[src/rtl/perf_pkg.sv]
// Shared definitions for the performance monitor: FSM states, counter slots
// and default sizing.
package perf_pkg;

  typedef enum logic [1:0] {
    IDLE   = 2'd0,
    RUN    = 2'd1,
    REPORT = 2'd2
  } perfState_t;

  localparam int DEFAULT_CNT_W  = 32;
  localparam int DEFAULT_WINDOW = 2000;

  localparam int NUM_CNT    = 3;
  localparam int CNT_CYCLES = 0;
  localparam int CNT_INSTR  = 1;
  localparam int CNT_STALLS = 2;

  // Bits needed for a window position 0..window-1, never less than one.
  function automatic int winWidth(input int window);
    return (window > 1) ? $clog2(window) : 1;
  endfunction

endpackage

[src/rtl/perf_sat_counter.sv]
// Saturating event counter with synchronous clear and a sticky overflow flag.
// Exposes the post-edge value so the owner can snapshot it on the same edge.
module perf_sat_counter #(
  parameter int CNT_W = 32
) (
  input  logic             clk,
  input  logic             rst,
  input  logic             clr,
  input  logic             inc,
  output logic [CNT_W-1:0] countNext,
  output logic             satNext
);

  logic [CNT_W-1:0] count;
  logic             sat;

  // sat records that an increment was lost because the counter was full.
  always_comb begin
    countNext = count;
    satNext   = sat;
    if (clr) begin
      countNext = '0;
      satNext   = 1'b0;
    end else if (inc) begin
      if (&count) begin
        satNext = 1'b1;
      end else begin
        countNext = count + CNT_W'(1);
      end
    end
  end

  always_ff @(posedge clk) begin
    if (rst) begin
      count <= '0;
      sat   <= 1'b0;
    end else begin
      count <= countNext;
      sat   <= satNext;
    end
  end

endmodule

[src/rtl/perf_monitor.sv]
// Performance monitor: counts cycles, retired instructions and stall cycles
// over a measurement window and offers the totals through a valid/ready report.
module perf_monitor
  import perf_pkg::*;
#(
  parameter int CNT_W  = DEFAULT_CNT_W,
  parameter int WINDOW = DEFAULT_WINDOW
) (
  input  logic             clk,
  input  logic             rst,
  input  logic             start,
  input  logic             stop,
  input  logic             retire,
  input  logic             stall,
  output logic             busy,
  output logic             rpt_valid,
  input  logic             rpt_ready,
  output logic [CNT_W-1:0] rpt_cycles,
  output logic [CNT_W-1:0] rpt_instr,
  output logic [CNT_W-1:0] rpt_stalls,
  output logic             rpt_sat
);

  localparam int WIN_W = winWidth(WINDOW);

  perfState_t         state;
  logic [WIN_W-1:0]   winCnt;
  logic               winLast;
  logic               cntClr;
  logic [NUM_CNT-1:0] cntInc;
  logic [NUM_CNT-1:0] satNext;
  logic [CNT_W-1:0]   cntNext [NUM_CNT];

  // The window length is tracked separately so that a saturated cycle
  // counter cannot keep the monitor in RUN forever.
  assign winLast = (winCnt == WIN_W'(WINDOW - 1));
  assign cntClr  = (state == IDLE) && start;

  assign cntInc[CNT_CYCLES] = (state == RUN);
  assign cntInc[CNT_INSTR]  = (state == RUN) && retire;
  assign cntInc[CNT_STALLS] = (state == RUN) && stall;

  generate
    for (genvar gi = 0; gi < NUM_CNT; gi++) begin : gCnt
      perf_sat_counter #(.CNT_W(CNT_W)) uCnt (
        .clk       (clk),
        .rst       (rst),
        .clr       (cntClr),
        .inc       (cntInc[gi]),
        .countNext (cntNext[gi]),
        .satNext   (satNext[gi])
      );
    end
  endgenerate

  always_ff @(posedge clk) begin
    if (rst) begin
      state      <= IDLE;
      busy       <= 1'b0;
      winCnt     <= '0;
      rpt_valid  <= 1'b0;
      rpt_cycles <= '0;
      rpt_instr  <= '0;
      rpt_stalls <= '0;
      rpt_sat    <= 1'b0;
    end else begin
      case (state)
        IDLE: begin
          if (start) begin
            state  <= RUN;
            busy   <= 1'b1;
            winCnt <= '0;
          end
        end
        RUN: begin
          winCnt <= winCnt + WIN_W'(1);
          // The final cycle is counted, so the snapshot takes the post-edge values.
          if (stop || winLast) begin
            state      <= REPORT;
            busy       <= 1'b0;
            rpt_valid  <= 1'b1;
            rpt_cycles <= cntNext[CNT_CYCLES];
            rpt_instr  <= cntNext[CNT_INSTR];
            rpt_stalls <= cntNext[CNT_STALLS];
            rpt_sat    <= |satNext;
          end
        end
        REPORT: begin
          if (rpt_ready) begin
            state     <= IDLE;
            rpt_valid <= 1'b0;
          end
        end
        default: begin
          state     <= IDLE;
          busy      <= 1'b0;
          rpt_valid <= 1'b0;
        end
      endcase
    end
  end

endmodule

[config.mk]
export PLATFORM = sky130hd
export DESIGN_NAME = perf_monitor
export DESIGN_NICKNAME = d
export VERILOG_FILES = /design/src/rtl/perf_pkg.sv /design/src/rtl/perf_sat_counter.sv /design/src/rtl/perf_monitor.sv
export SDC_FILE = /design/constraint.sdc
export NUM_CORES = 1
export LEC_CHECK = 0
export CORE_MARGIN = 2
export CORE_UTILIZATION = 40
export DETAILED_ROUTE_END_ITERATION = 7
export RECOVER_POWER = 25
export SLEW_MARGIN = 25
export SYNTH_ARGS = -nofsm -noshare
export SYNTH_HDL_FRONTEND = slang
export SYNTH_SLANG_ARGS = --single-unit
[constraint.sdc]
create_clock -name clk -period 6.7 [get_ports clk]
set_clock_uncertainty 0.15 [all_clocks]
set_input_delay 1.005 -clock clk [delete_from_list [all_inputs] [get_ports clk]]
set_output_delay 1.005 -clock clk [all_outputs]
set_load 0.1 [all_outputs]
[Word-level counts from Yosys, hierarchy flattened]
Index checks and enable logic that the tools add are counted.
Word-level totals
  flip-flop bits (word level): 211
  input bits: 7
  output and inout port bits: 99
  logic and storage cells: 71
Operators by class
  $add $sub $neg: 4
  equality and inequality tests: 6
  muxes and demuxes: 30
  bitwise logic cells: 2
  reductions and logical operators: 15
Operators with widths (number)
  two-way mux 32 bit: 9
  adder 32 x 1 -> 32 bit (second input constant): 3
  AND reduction 32 bit: 3
  one-hot mux 11 bit (2 select lines): 1
  two-way mux 1 bit: 13
  adder 11 x 1 -> 11 bit (second input constant): 1
  == test 11 bit (second input constant): 1
  two-way mux 11 bit: 1
  AND reduction 3 bit: 3
  two-way mux 2 bit: 3
  inequality test 2 bit (second input constant): 3
  one-hot mux 1 bit (3 select lines): 2
  one-hot mux 2 bit (3 select lines): 1
  AND reduction 2 bit: 2
  logical AND 1 bit: 3
  OR reduction 3 bit: 1
  == test 2 x 1 -> 1 bit (second input constant): 1
  == test 2 bit (second input constant): 1
  logical NOT 2 bit: 1
  NOT 1 bit: 2
  nonzero test 2 bit: 1
  logical OR 1 bit: 1

[Logic depth before layout (Yosys ltp)]
  depth after elaboration: 5
  mapped depth: 9

[Cells and area by module]
Synthesis repeated with hierarchy kept, for this count alone.
Second synthesis, totals
  cell total of the unflattened synthesis: 1309
  area total of the unflattened synthesis: 11108.2 sq um
Modules (own cells, without submodules)
  perf_monitor: instances 1, cells each 537, area each 4978.5 sq um, sequential area each 2242.2 sq um
  perf_sat_counter at gCnt[1].uCnt ...: instances 2, cells each 255, area each 2043.2 sq um, sequential area each 660.6 sq um
  perf_sat_counter at gCnt[0].uCnt: instances 1, cells each 262, area each 2043.2 sq um, sequential area each 660.6 sq um

[Worst setup path before layout]
No wires, ideal clock.
  kind: input -> register
  start: input stall
  end: register rpt_stalls[31]
  library setup time: 0.130 ns
  arrival time: 2.339 ns
  data required time: 6.420 ns
  path slack: 4.081 ns
  stages: 5
  buffers on the path: 0
  path through: nand3b_1 -> a2111oi_0 -> nand3_1 -> xor2_1 -> o21ai_0
Between the ends
  word-level cells in the longest chain between the ends: 3
RTL lines
  start: declaration: RTL line perf_monitor.sv:14  | input logic stall,
  logical AND 1 bit: RTL line perf_monitor.sv:41  | assign cntInc[CNT_STALLS] = (state == RUN) && stall;
  two-way mux 32 bit: RTL line perf_sat_counter.sv:24  | end else if (inc) begin
  two-way mux 32 bit: RTL line perf_sat_counter.sv:21  | if (clr) begin
  end signal: assignment: RTL line perf_monitor.sv:84  | rpt_stalls <= cntNext[CNT_STALLS];
  end: declaration: RTL line perf_monitor.sv:20  | output logic [CNT_W-1:0] rpt_stalls,
Every way passes these cells.
A chain may end at the register's enable or synchronous reset.

[Worst setup path after layout]
  start: input start
  end: register rpt_stalls[17]
Between the ends
  word-level cells in the longest chain between the ends: 2
RTL lines
  start: declaration: RTL line perf_monitor.sv:11  | input logic start,
  logical AND 1 bit: RTL line perf_monitor.sv:37  | assign cntClr = (state == IDLE) && start;
  two-way mux 32 bit: RTL line perf_sat_counter.sv:21
Every way passes these cells.

==> results_dict.tcl <==
set metrics [dict create \
    status "complete, but fails checks" \
    violations "capacitance limit, slew limit" \
    max_freq_ghz 0.232 \
    place_area_sq_um 9500 \
    drt_iter0_drc 360 \
    end_kind "flop" \
    netSwitchingPower_uw 580 \
    cp_num_buf_inv 2 \
    p_leak_nw 3.47 \
    cts_root_buffer "clkbuf_16" \
    fin_total_pwr_mw 2.70 \
    fin_setup_tns_ns 0 \
    rsz0062_at_grt "no" \
    drive_gt1_share_pct 5.00 \
    design_area_sq_um 10300 \
    comb_power_share_pct 3.4 \
    p_int_mw 2.12 \
    worstHoldPathType "flop to flop" \
    post-place-ws_ns 2.76 \
    rows 52 \
    dp_hpwl_um 12100 \
    place_inst 1288 \
    grt_pass1_vias 6090 \
    num_antenna_cells 0 \
    areaGrowthSynthToFinish_pct 25.3 \
    syn_nets 962 \
    switching_share_pct 21.5 \
    final-max-slew-violation-count 106 \
    crit_type "input port to flop" \
    synth_edf_count 0 \
    grt_use_total_pct 16.8 \
    insertion_delay_ns 0.50 \
    cts.sinks 211 \
    period_share_pct 64.3 \
    setup-violations-final 0 \
    clockBufferDepth 3 \
    setup_ws_ns 2.39 \
    fin_util_pct 51.0 \
    synthCells 951 \
    required_ns 6.93 \
    portBuffers 105 \
    vias_per_cell 4.95 \
    instances_no_fill 1330 \
    ant_nets 0 \
    cts_hold_buf 0 \
    vias 6579 \
    cp_top_family "simple AND/OR/NAND/NOR gates" \
    numCtsBuffers 23 \
    crit_fanout 68 \
    clk_pin_slew_ns 0.06 \
    cts_tree "built" \
    crit_chain "dlygate4sd3_1, nor2b_1, nand2b_1, nand2b_2, or3_1, buf_4, o21ai_0" \
    clkPwrFrac_pct 49.7 \
    nNetsFinal 1055 \
    gp_congestion 0.789 \
    hold_slack_ns 0.299 \
    relSlewSlack_pct -38.3 \
    io_pins 106 \
    cts_max_level 1 \
    drt-wirelength-per-cell_um 13.7 \
    syn-cell-area_sq_um 8240 \
    arrival_ns 4.54 \
    synthArstFlopShare_pct 0 \
    grt_overflow 0 \
    syn_area_per_cell_sq_um 8.66 \
    die_h_um 147 \
    critPathSlowestCell "or3_1" \
    ys_types 54 \
    die_x_um 147 \
    cts_resized 0 \
    cap_violations 2 \
    ys_seq_area_share_pct 51.3 \
    wl_um 18200 \
    fillers 1921 \
    cts_setup_buffers 0 \
    vdd_ir_drop_max_uv 167 \
    power_density_nw_per_um2 262 \
    grt_max_degree 97 \
    ys_ff_latch 211 \
    grt_pass1_wl_um 30600 \
    slowest_delay_ns 1.52 \
    firstDrtPassIters 4 \
    hold_viol 0 \
    yosysWarnings 0 \
    layout_min_cycle_time_ns 4.31 \
    dieArea_sq_um 21800 \
    yosys_most_used_dff "dfxtp_1" \
    placeableCoreArea_sq_um 20200 \
    startpoint_type "input port" \
    start_util_pct 40.7 \
    seqPwrFrac_pct 46.9 \
    drc 0 \
    worstMarginPinSlew_ns 2.08 \
    grt_antenna_before_repair 0 \
]
## flip-flops by register name (all words and copies together) (netlist names)
name / count
winCnt: 11
rpt_valid: 1
rpt_stalls: 32
gCnt.uCnt.sat: 3
gCnt.uCnt.count: 96
busy: 1
rpt_cycles: 32
rpt_sat: 1
rpt_instr: 32
state: 2
## synth_stat cells, types with 4 or more instances
| master | instances | area (sq um) |
|---|---|---|
| or3_1 | 5 | 31.3 |
| inv_1 | 12 | 45.0 |
| nor3_1 | 13 | 65.1 |
| nor2_1 | 148 | 556 |
| clkbuf_1 | 34 | 128 |
| and4_1 | 11 | 96.3 |
| nand3b_1 | 6 | 45.0 |
| xnor2_1 | 33 | 289 |
| nand3_1 | 39 | 195 |
| o21ai_0 | 95 | 475 |
| xor2_1 | 55 | 482 |
| and2_1 | 8 | 50.1 |
| mux2i_1 | 5 | 50.1 |
| a21oi_1 | 13 | 65.1 |
| nand4_1 | 36 | 225 |
| buf_1 | 6 | 22.5 |
| nor4_1 | 9 | 56.3 |
| nand2_1 | 136 | 510 |
| dfxtp_1 | 211 | 4220 |
| and3_1 | 18 | 113 |
| ha_1 | 4 | 50.1 |
## cell type report
| cell class | count | area, sq um | share of cell area, % |
|---|---|---|---|
| sequential | 211 | 4220 | 40.9 |
| multi-input combinational | 684 | 3780 | 36.7 |
| clock inverter | 9 | 150 | 1.45 |
| inverter | 12 | 45.0 | 0.436 |
| timing repair buffer | 112 | 1120 | 10.9 |
| clock buffer | 32 | 659 | 6.39 |
| tap | 270 | 338 | 3.27 |
## routing by layer
metal,share of wire [%],track usage (%)
met5,0,0
met4,2.3,4.62
met3,4.9,3.43
met2,42,25.4
met1,51,24.4
## cells in the final DEF (no fill, tap or decap), drive strengths merged, types with 4 or more instances in the layout
master         instances
nand4                 36
a21oi                 13
dfxtp                211
clkbuf                33
inv                   12
nand3b                 6
nor2                 148
and4                  11
nand3                 40
xnor2                 33
nand2                136
and3                  18
ha                     4
mux2i                  5
buf                    6
nor3                  13
nor4                   9
or3                    5
and2                   9
clkdlybuf4s50        102
xor2                  55
bufinv                 4
o21ai                 96
## cell families after synthesis
| group | share of synthesized area [%] |
|---|---|
| AND/OR/NAND/NOR | 25.6 |
| adder cells (fa/ha/maj) | 0.608 |
| XOR/XNOR | 9.36 |
| multiplexers | 1.02 |
| flip-flops | 51.3 |
| buffers and inverters | 2.84 |
| AO/OA/AOI/OAI | 9.25 |
## final timing paths
kind                 from             end  slack, ns  depth (start not counted)
max                 start  rpt_stalls[17]       2.39                          7
min          rpt_instr[3]    rpt_instr[3]       0.30                          2
max reg2reg     winCnt[0]  rpt_stalls[17]       2.93                          6
min reg2reg  rpt_instr[3]    rpt_instr[3]       0.30                          2
## worst min-delay path: cells and delay by family, from the launching register on
family	cells	cell delay [ns]
AND/OR/NAND/NOR	1	0.04
flip-flops	1	0.32
AO/OA/AOI/OAI	1	0.05
## power by group through the flow
stage | clock network, mW | registers (mW) | logic, mW
3_5_place_dp | 0 | 1.29 | 0.0922
3_3_place_gp | 0 | 1.29 | 0.0922
2_1_floorplan | 0 | 1.31 | 0.0513
5_1_grt | 1.43 | 1.27 | 0.101
4_1_cts | 1.38 | 1.27 | 0.0927
6_report | 1.34 | 1.27 | 0.0925
Power figures use the tool's default switching activity.
